$ cat src/rtl/bp_choice_queue_pkg.sv
// -----------------------------------------------------------------------------
// bp_choice_queue_pkg
//
// Shared definitions for the tournament chooser path: the prediction and
// resolved-branch structs, the per-fetch-block checkpoint entry, and the
// address-split constants used by the chooser, the BHT and the checkpoint
// queue.
//
// Core configuration (virtual address width, fetch width, compressed ISA)
// is fixed here so that every consumer of these types agrees on the layout.
// -----------------------------------------------------------------------------
package bp_choice_queue_pkg;

  // Core configuration.
  localparam int unsigned VLEN            = 32;
  localparam int unsigned INSTR_PER_FETCH = 2;
  localparam bit          RVC             = 1'b1;

  // Byte offset of an instruction slot inside a fetch block, and the number
  // of slot-index bits above it.
  localparam int unsigned OFFSET        = RVC ? 1 : 2;
  localparam int unsigned ROW_ADDR_BITS = $clog2(INSTR_PER_FETCH);

  // Lowest pc bit that belongs to the fetch-block address.
  localparam int unsigned BLK_LSB    = ROW_ADDR_BITS + OFFSET;
  localparam int unsigned BLK_ADDR_W = VLEN - BLK_LSB;

  typedef logic [INSTR_PER_FETCH-1:0] slot_mask_t;
  typedef logic [ROW_ADDR_BITS-1:0]   slot_idx_t;
  typedef logic [BLK_ADDR_W-1:0]      blk_addr_t;

  // Resolved conditional branch coming back from the backend.
  typedef struct packed {
    logic            valid;
    logic [VLEN-1:0] pc;
    logic            taken;
  } bht_update_t;

  // Single-slot direction prediction.
  typedef struct packed {
    logic valid;
    logic taken;
  } bht_prediction_t;

  typedef bht_prediction_t [INSTR_PER_FETCH-1:0] pred_array_t;

  // One checkpoint: which block, which slots still await resolution, and
  // what each component predictor said for every slot of that block.
  typedef struct packed {
    blk_addr_t   blk_addr;
    slot_mask_t  pending;
    pred_array_t gbp;
    pred_array_t lbp;
  } bp_choice_entry_t;

  // One-hot mask for a slot index.
  function automatic slot_mask_t slot_onehot(input slot_idx_t slot);
    slot_mask_t mask;
    mask = '0;
    mask[slot] = 1'b1;
    return mask;
  endfunction

endpackage

$ cat src/rtl/bp_choice_fifo.sv
// -----------------------------------------------------------------------------
// bp_choice_fifo
//
// Checkpoint storage for bp_choice_queue: a DEPTH-entry circular buffer of
// bp_choice_entry_t with a combinationally visible head, so the resolve
// logic can compare and replay in the same cycle the update arrives.
//
// Ports:
//   clk_i, rst_ni   clock, asynchronous active-low reset
//   flush_i         drop every entry; wins over push, pop and mask clear
//   push_i          write push_entry_i at the tail (caller guarantees room,
//                   or a simultaneous pop)
//   pop_i           retire the head entry
//   clr_i           clear clr_mask_i bits in the head's pending mask
//   head_o          head entry, all-zero while empty
//   empty_o/full_o  occupancy flags derived from the registered count
// -----------------------------------------------------------------------------
module bp_choice_fifo
  import bp_choice_queue_pkg::*;
#(
  parameter int unsigned DEPTH = 8
) (
  input  logic             clk_i,
  input  logic             rst_ni,
  input  logic             flush_i,
  input  logic             push_i,
  input  bp_choice_entry_t push_entry_i,
  input  logic             pop_i,
  input  logic             clr_i,
  input  slot_mask_t       clr_mask_i,
  output bp_choice_entry_t head_o,
  output logic             empty_o,
  output logic             full_o
);

  localparam int unsigned PTR_W = $clog2(DEPTH);
  localparam int unsigned CNT_W = PTR_W + 1;

  logic [PTR_W-1:0] wr_ptr_q, wr_ptr_d;
  logic [PTR_W-1:0] rd_ptr_q, rd_ptr_d;
  logic [CNT_W-1:0] count_q,  count_d;

  bp_choice_entry_t entry_q [DEPTH];
  bp_choice_entry_t entry_d [DEPTH];

  assign empty_o = (count_q == '0);
  assign full_o  = (count_q == CNT_W'(DEPTH));

  // Empty slots may hold stale or never-written data, so the head is masked
  // rather than relying on the storage having been reset.
  assign head_o = empty_o ? '0 : entry_q[rd_ptr_q];

  // Pointers wrap for free because DEPTH is a power of two.
  always_comb begin
    wr_ptr_d = wr_ptr_q;
    rd_ptr_d = rd_ptr_q;
    count_d  = count_q;
    if (flush_i) begin
      wr_ptr_d = '0;
      rd_ptr_d = '0;
      count_d  = '0;
    end else begin
      wr_ptr_d = wr_ptr_q + PTR_W'(push_i);
      rd_ptr_d = rd_ptr_q + PTR_W'(pop_i);
      count_d  = count_q + CNT_W'(push_i) - CNT_W'(pop_i);
    end
  end

  always_ff @(posedge clk_i or negedge rst_ni) begin
    if (!rst_ni) begin
      wr_ptr_q <= '0;
      rd_ptr_q <= '0;
      count_q  <= '0;
    end else begin
      wr_ptr_q <= wr_ptr_d;
      rd_ptr_q <= rd_ptr_d;
      count_q  <= count_d;
    end
  end

  // Storage next-state. A push into the head slot can only coincide with a
  // mask clear when the buffer is full and popping, in which case the new
  // entry must win.
  always_comb begin
    for (int i = 0; i < DEPTH; i++) begin
      entry_d[i] = entry_q[i];
      if (!flush_i) begin
        if (push_i && (wr_ptr_q == PTR_W'(i))) begin
          entry_d[i] = push_entry_i;
        end else if (clr_i && (rd_ptr_q == PTR_W'(i))) begin
          entry_d[i].pending = entry_q[i].pending & ~clr_mask_i;
        end
      end
    end
  end

  // Payload needs no reset: validity is carried entirely by the count.
  always_ff @(posedge clk_i) begin
    for (int i = 0; i < DEPTH; i++) begin
      entry_q[i] <= entry_d[i];
    end
  end

endmodule

$ cat src/rtl/bp_choice_queue.sv
// -----------------------------------------------------------------------------
// bp_choice_queue
//
// Tournament combiner plus checkpoint queue. Each cycle it merges the global
// and local predictions into the final per-slot prediction using the
// chooser's select bits. Fetch blocks that contain a conditional branch are
// checkpointed (block address, pending-slot mask, both prediction arrays);
// when a branch resolves, the matching head checkpoint is replayed to the
// chooser's update inputs.
//
// Ports:
//   clk_i, rst_ni            clock, asynchronous active-low reset
//   flush_i                  discard all checkpoints
//   vpc_i, push_i, cf_mask_i fetch block accepted by the frontend
//   gbp_pred_i, lbp_pred_i   component predictions for the fetch block
//   select_prediction_i      per slot: 1 = global, 0 = local
//   pred_o                   final per-slot prediction (combinational)
//   full_o                   checkpoint queue full, frontend must stall
//   bht_update_i             resolved conditional branch
//   update_gbp_pred_o,
//   update_lbp_pred_o        stored predictions for the resolving block
//   update_hit_o             resolving branch matched the head checkpoint
// -----------------------------------------------------------------------------
module bp_choice_queue
  import bp_choice_queue_pkg::*;
#(
  parameter int unsigned DEPTH = 8
) (
  input  logic        clk_i,
  input  logic        rst_ni,
  input  logic        flush_i,
  input  logic [VLEN-1:0] vpc_i,
  input  logic        push_i,
  input  slot_mask_t  cf_mask_i,
  input  pred_array_t gbp_pred_i,
  input  pred_array_t lbp_pred_i,
  input  slot_mask_t  select_prediction_i,
  output pred_array_t pred_o,
  output logic        full_o,
  input  bht_update_t bht_update_i,
  output pred_array_t update_gbp_pred_o,
  output pred_array_t update_lbp_pred_o,
  output logic        update_hit_o
);

  // ---------------------------------------------------------------------------
  // Final prediction: take the chosen component, fall back to the other one
  // if the chosen one has nothing to say, and emit all-zero if neither does.
  // ---------------------------------------------------------------------------
  for (genvar gi = 0; gi < INSTR_PER_FETCH; gi++) begin : g_select
    bht_prediction_t chosen;
    bht_prediction_t other;

    assign chosen = select_prediction_i[gi] ? gbp_pred_i[gi] : lbp_pred_i[gi];
    assign other  = select_prediction_i[gi] ? lbp_pred_i[gi] : gbp_pred_i[gi];

    always_comb begin
      pred_o[gi] = '0;
      if (chosen.valid) begin
        pred_o[gi] = chosen;
      end else if (other.valid) begin
        pred_o[gi] = other;
      end
    end
  end

  // ---------------------------------------------------------------------------
  // Checkpoint queue
  // ---------------------------------------------------------------------------
  bp_choice_entry_t push_entry;
  bp_choice_entry_t head;
  logic             fifo_empty;
  logic             fifo_full;
  logic             push_ok;
  logic             pop;
  logic             clr;
  slot_mask_t       clr_mask;

  assign push_entry.blk_addr = vpc_i[VLEN-1:BLK_LSB];
  assign push_entry.pending  = cf_mask_i;
  assign push_entry.gbp      = gbp_pred_i;
  assign push_entry.lbp      = lbp_pred_i;

  // Resolve decode. Without compressed instructions every branch pc is
  // treated as slot 0 of its block.
  blk_addr_t  upd_blk_addr;
  slot_idx_t  upd_slot;
  slot_mask_t upd_slot_mask;
  logic       head_addr_eq;
  logic       res_hit;
  logic       res_stale;
  logic       last_pending;

  assign upd_blk_addr = bht_update_i.pc[VLEN-1:BLK_LSB];
  assign upd_slot     = RVC ? bht_update_i.pc[BLK_LSB-1:OFFSET] : '0;
  assign upd_slot_mask = slot_onehot(upd_slot);
  assign head_addr_eq = (head.blk_addr == upd_blk_addr);

  // A flush in the same cycle turns any resolve into a reported miss and
  // suppresses its side effects on the queue.
  assign res_hit = bht_update_i.valid && !flush_i && !fifo_empty &&
                   head_addr_eq && ((head.pending & upd_slot_mask) != '0);

  // Head belongs to a block that never resolves (wrong path): drop it so the
  // queue cannot stall behind it. Same address with a non-pending slot is a
  // duplicate resolve and leaves the head in place.
  assign res_stale = bht_update_i.valid && !flush_i && !fifo_empty && !head_addr_eq;

  assign last_pending = ((head.pending & ~upd_slot_mask) == '0);

  assign clr      = res_hit;
  assign clr_mask = upd_slot_mask;
  assign pop      = (res_hit && last_pending) || res_stale;

  // A pop in the same cycle frees a slot, so a push is accepted even when
  // the registered count says full.
  assign push_ok = push_i && (cf_mask_i != '0) && !flush_i && (!fifo_full || pop);

  bp_choice_fifo #(
    .DEPTH (DEPTH)
  ) u_fifo (
    .clk_i        (clk_i),
    .rst_ni       (rst_ni),
    .flush_i      (flush_i),
    .push_i       (push_ok),
    .push_entry_i (push_entry),
    .pop_i        (pop),
    .clr_i        (clr),
    .clr_mask_i   (clr_mask),
    .head_o       (head),
    .empty_o      (fifo_empty),
    .full_o       (fifo_full)
  );

  assign full_o = fifo_full;

  // ---------------------------------------------------------------------------
  // Chooser update outputs. On a miss the arrays are zeroed so every valid
  // bit is low and the chooser leaves its counters alone. With no update in
  // flight the head is shown as-is (zero when empty).
  // ---------------------------------------------------------------------------
  always_comb begin
    update_hit_o      = 1'b0;
    update_gbp_pred_o = '0;
    update_lbp_pred_o = '0;
    if (!bht_update_i.valid) begin
      update_gbp_pred_o = head.gbp;
      update_lbp_pred_o = head.lbp;
    end else if (res_hit) begin
      update_hit_o      = 1'b1;
      update_gbp_pred_o = head.gbp;
      update_lbp_pred_o = head.lbp;
    end
  end

  // Low address bits and the resolved direction are not needed here.
  logic unused_bits;
  assign unused_bits = ^{bht_update_i.taken, bht_update_i.pc[OFFSET-1:0],
                         vpc_i[BLK_LSB-1:0]};

endmodule

$ cat config.mk
export PLATFORM = sky130hd
export DESIGN_NAME = bp_choice_queue
export DESIGN_NICKNAME = d
export VERILOG_FILES = /design/src/rtl/bp_choice_queue_pkg.sv /design/src/rtl/bp_choice_fifo.sv /design/src/rtl/bp_choice_queue.sv
export SDC_FILE = /design/constraint.sdc
export NUM_CORES = 1
export LEC_CHECK = 0
export BUFFER_PORTS_ARGS = -buffer_cell sky130_fd_sc_hd__buf_4
export CAP_MARGIN = 20
export CORE_MARGIN = 10
export CORE_UTILIZATION = 40
export DETAILED_ROUTE_END_ITERATION = 10
export PLACE_DENSITY = 0.67
export SLEW_MARGIN = 20
export SYNTH_ARGS = -nofsm -noshare
export SYNTH_HDL_FRONTEND = slang
export SYNTH_SLANG_ARGS = --single-unit
$ cat constraint.sdc
create_clock -name clk_i -period 7.2 [get_ports clk_i]
set_input_delay 0.72 -clock clk_i [delete_from_list [all_inputs] [get_ports clk_i]]
set_output_delay 0.72 -clock clk_i [all_outputs]
set_load 0.01 [all_outputs]
==> out/results.txt <==
The run finished with clean final reports. The worst path uses 82.0% of the clock period. Sequential cells were found to cover 70.8% of the synthesized design area. The final routed DRC violation total came out at 0. The tools report the cell chosen for the clock root as sky130_fd_sc_hd__clkbuf_16.

The run gives 0.0385 ns as the final worst hold slack. Headroom to the max-slew limit came out at 30.6%. After the first detailed-routing iteration, the DRC count stood at 632. Global routing used 14.8% of the available tracks. Traced cell by cell, the critical path runs through buf_4 > and2_2 > a22oi_1 > a31o_2 > a22oi_1 > nand4_1 > or3_4 > a2111oi_4 > buf_4 > o21a_1 > buf_4. The run gives 0 as the number of routed nets with antenna violations.

The run gives 0 as the number of max-slew violations in the final report. The number of gates given a new drive strength after cts is 0, and the clock transition at the register clock pins on the worst setup and hold paths after CTS is 0.06 ns. At the end of the flow the core is filled with cells to 47.3%. Dividing the detail-routed via count by the number of cells gives 5.56. Summed over its instances, the top area cell type makes up 69.0% of the synthesized netlist area.

After floorplanning, the core was divided into 68 placement rows. Synthesis instantiated 55 different standard cells from the library. The final route contains 7778 vias. The startpoint-to-endpoint class of the critical path is flop to output pin.

CTS built an H-tree with a depth of 2. No sink is reached through more buffers than the 3 on the longest clock path. The weighted congestion at the end of routability-driven global placement is 0.760, and the number of buffers inserted during clock tree synthesis is 35. The synthesized design contains 320 enable-type register cells. The total count of hold-check failures in the final report was 0; the pre-CTS setup slack was 1.75 ns. The wire-length estimate of the detail-placed layout is 18800 microns. For the final database, setup skew stands at 0.0258 ns. TritonCTS built the clock tree. Yosys printed 0 warnings. From bottom edge to top edge, the die measures 207 microns. On the critical path, the stage with the largest delay is an instance of sky130_fd_sc_hd__a2111oi_4. The boundary pin count is 96, and the post-synth net total is 905. The region available for standard cell placement spans 34500 sq um. The first global-routing pass estimated 48400 microns of wire.

After synthesis the cells add up to 13900 sq um. The hold buffer count at cts is 0, and the starting density of the core is 40.4%. Based on the critical path, the design can be clocked at up to 0.169 GHz.

The power density of the placed cells came out at 284 nW/um^2. The average size of a mapped cell came out at 17.1 sq um. The kind of cell with the highest combined delay along the critical path is compound AO/OA/AOI/OAI gates. For this design the static power due to leakage is 0.00521 uW. For the total wirelength of the detailed-routed design, the log shows 31700 microns. In the synthesized netlist the dominant register cell turns out to be sky130_fd_sc_hd__edfxtp_1. The floorplan step defined a die boundary enclosing 42700 sq um. The number of buffers and inverters on the critical path is 3. Max-cap violations in this run came to 0.

The final layout contains 1012 nets. The biggest cell delay along the critical path is 0.87 ns, and the via count of the first global-routing pass is 8194. The count of buffers added on input and output ports is 91. Along the worst path, the maximum fanout reaches 27. In this run the worst hold path is classified as input port to asynchronous set/reset pin.

The number of storage elements in the synthesis netlist is 330. The worst-case IR drop observed on VDD is 0.180 mV. The die is 207 microns wide. For the pin with the worst max-slew slack, the measured transition is 1.04 ns.

The dominant cell type by count on the critical path is sky130_fd_sc_hd__buf_4. Synthesis produced a netlist whose cell count is 812. The proportion of synthesized flip-flops having asynchronous set or reset came out at 3.03%.

Setup violations remaining at the end of the flow were counted as 0. Leaving out fill and tap cells, the most frequent cells in the layout are 320 x sky130_fd_sc_hd__edfxtp_1, 110 x sky130_fd_sc_hd__buf_4, 107 x sky130_fd_sc_hd__mux2i_1. The commonest non-fill, non-tap cell in the layout was sky130_fd_sc_hd__edfxtp_1.

The type of element capturing the critical path is an output pin. By area the synthesized netlist is led by sky130_fd_sc_hd__edfxtp_1 69%, sky130_fd_sc_hd__mux2i_1 7.7%, sky130_fd_sc_hd__mux4_2 5.0%, sky130_fd_sc_hd__a22oi_1 2.5%, sky130_fd_sc_hd__dfrtp_1 1.8%. Cell type with the highest aggregate area in the netlist: sky130_fd_sc_hd__edfxtp_1. The clock insertion delay at the later pin of the skew report was 0.52 ns. Summed over all failing endpoints, the final setup total negative slack is 0 ns.

Entering global routing, the biggest net connects 57 pins. In the final layout, the share of cells above drive strength 1 is 25.6%. For the worst setup path, the data required time is 6.48 ns. The sort of element at the start of the critical path was a flop. The time the worst path needs with I/O delays and setup came out at 5.90 ns. The number of antenna violations at the first check in global routing came out at 1.

The worst path meets setup with 1.30 ns of slack. The leftover overflow at the end of global routing is 0. In the final routed layout, each cell accounts on average for 22.6 microns. Compared with the post-synthesis result, the final layout area differs by 17.2%. The endpoint arrival time on the critical path was 5.18 ns. Before antenna repair, the detailed router went through 5 iterations. Setup repair after global routing left no endpoint under its margin.

The post-CTS setup-driven buffer insertion count was 0; the count of clock tree sinks was 330.
[through the flow]
stage | power, uW | cell area [sq um] | instances
finish | 4640 | 16300 | 1399
global route | 4820 | 16300 | 1398
CTS | 4670 | 16300 | 1398
detailed placement | 3050 | 15300 | 1337
global placement | 3040 | 15300 | 1337
floorplan | 2760 | 13900 | 812
[worst reg2reg max path, cell delays in order (launching register included)]
cell and delay, ns:
sky130_fd_sc_hd__dfrtp_4 0.86, sky130_fd_sc_hd__buf_12 0.44, sky130_fd_sc_hd__buf_12 0.40, sky130_fd_sc_hd__mux2i_1 0.26
sky130_fd_sc_hd__a22oi_1 0.11, sky130_fd_sc_hd__a31o_2 0.30, sky130_fd_sc_hd__a22oi_1 0.26, sky130_fd_sc_hd__nand4_1 0.27
sky130_fd_sc_hd__o21ai_1 0.72, sky130_fd_sc_hd__a31oi_4 0.57, sky130_fd_sc_hd__buf_4 0.45
[layout make-up]
cell class,count,area [sq um]
clock buffers,43,927
repair buffers,112,866
multi-input cells,424,3920
inverters,16,60.1
flip-flops and latches,330,9860
well taps,455,569
fillers,2965,18100
clock inverters,18,101
diodes,1,2.50
[cells by family after synthesis]
group                    share of synthesized area [%]
AO/OA/AOI/OAI                                     7.29
adder cells (fa/ha/maj)                           1.04
flip-flops                                        70.8
XOR/XNOR                                         0.755
AND/OR/NAND/NOR                                   4.85
buffers and inverters                             1.86
multiplexers                                      13.4
[power by group]
part | switching (uW) | internal, uW
Clock | 708 | 918
Sequential | 28.8 | 2160
Combinational | 477 | 339
[registers in the layout (all words and copies together), names as in the netlist]
register / count
u_fifo.entry_q: 320
u_fifo.count_q: 4
u_fifo.rd_ptr_q: 3
u_fifo.wr_ptr_q: 3
[synth_stat cells, types with 2 or more instances]
library cell and n:
sky130_fd_sc_hd__a211oi_1 4, sky130_fd_sc_hd__a21o_1 2, sky130_fd_sc_hd__a21oi_1 7, sky130_fd_sc_hd__a22o_1 7, sky130_fd_sc_hd__a22oi_1 46, sky130_fd_sc_hd__a31o_1 2, sky130_fd_sc_hd__a31o_2 17, sky130_fd_sc_hd__a31oi_1 5
sky130_fd_sc_hd__a31oi_2 4, sky130_fd_sc_hd__a41o_1 6, sky130_fd_sc_hd__buf_2 18, sky130_fd_sc_hd__buf_6 2, sky130_fd_sc_hd__clkbuf_1 20, sky130_fd_sc_hd__clkinv_1 2, sky130_fd_sc_hd__dfrtp_1 10, sky130_fd_sc_hd__edfxtp_1 320
sky130_fd_sc_hd__ha_1 10, sky130_fd_sc_hd__inv_1 14, sky130_fd_sc_hd__mux2_2 8, sky130_fd_sc_hd__mux2i_1 107, sky130_fd_sc_hd__mux4_2 31, sky130_fd_sc_hd__nand2_1 23, sky130_fd_sc_hd__nand2b_1 2, sky130_fd_sc_hd__nand3_1 7
sky130_fd_sc_hd__nand4_1 21, sky130_fd_sc_hd__nor2_1 28, sky130_fd_sc_hd__nor2b_1 17, sky130_fd_sc_hd__nor3_1 13, sky130_fd_sc_hd__nor3b_1 2, sky130_fd_sc_hd__nor4_1 5, sky130_fd_sc_hd__o211ai_1 2, sky130_fd_sc_hd__o21a_1 8
sky130_fd_sc_hd__o21ai_0 2, sky130_fd_sc_hd__o21ai_1 2, sky130_fd_sc_hd__o31a_1 4, sky130_fd_sc_hd__or2_2 5, sky130_fd_sc_hd__xnor2_1 9, sky130_fd_sc_hd__xor2_1 3
[path summary, 6_finish.rpt]
path,to,depth (start not counted),slack (ns),startpoint
setup / recovery,update_lbp_pred_o[3],11,1.30,u_fifo.rd_ptr_q[0]
hold / removal,u_fifo.count_q[2],1,0.04,rst_ni
setup reg to reg,u_fifo.entry_q[1][36],10,2.27,u_fifo.rd_ptr_q[1]
hold reg to reg,u_fifo.entry_q[2][8],2,0.63,u_fifo.entry_q[2][8]
max in group asynchronous,u_fifo.rd_ptr_q[1],1,7.00,rst_ni
min in group clk_i,u_fifo.entry_q[7][28],1,0.44,vpc_i[20]
[metal layers]
layer	track usage [%]	part of all wire (%)	vias to the layer above
met2	23.9	48	223
li1	-	-	3506
met5	0	0	-
met1	20.2	44	4005
met3	2.84	6.0	44
met4	4.14	2.0	0
Note: power is estimated with default switching activity, not from simulation.
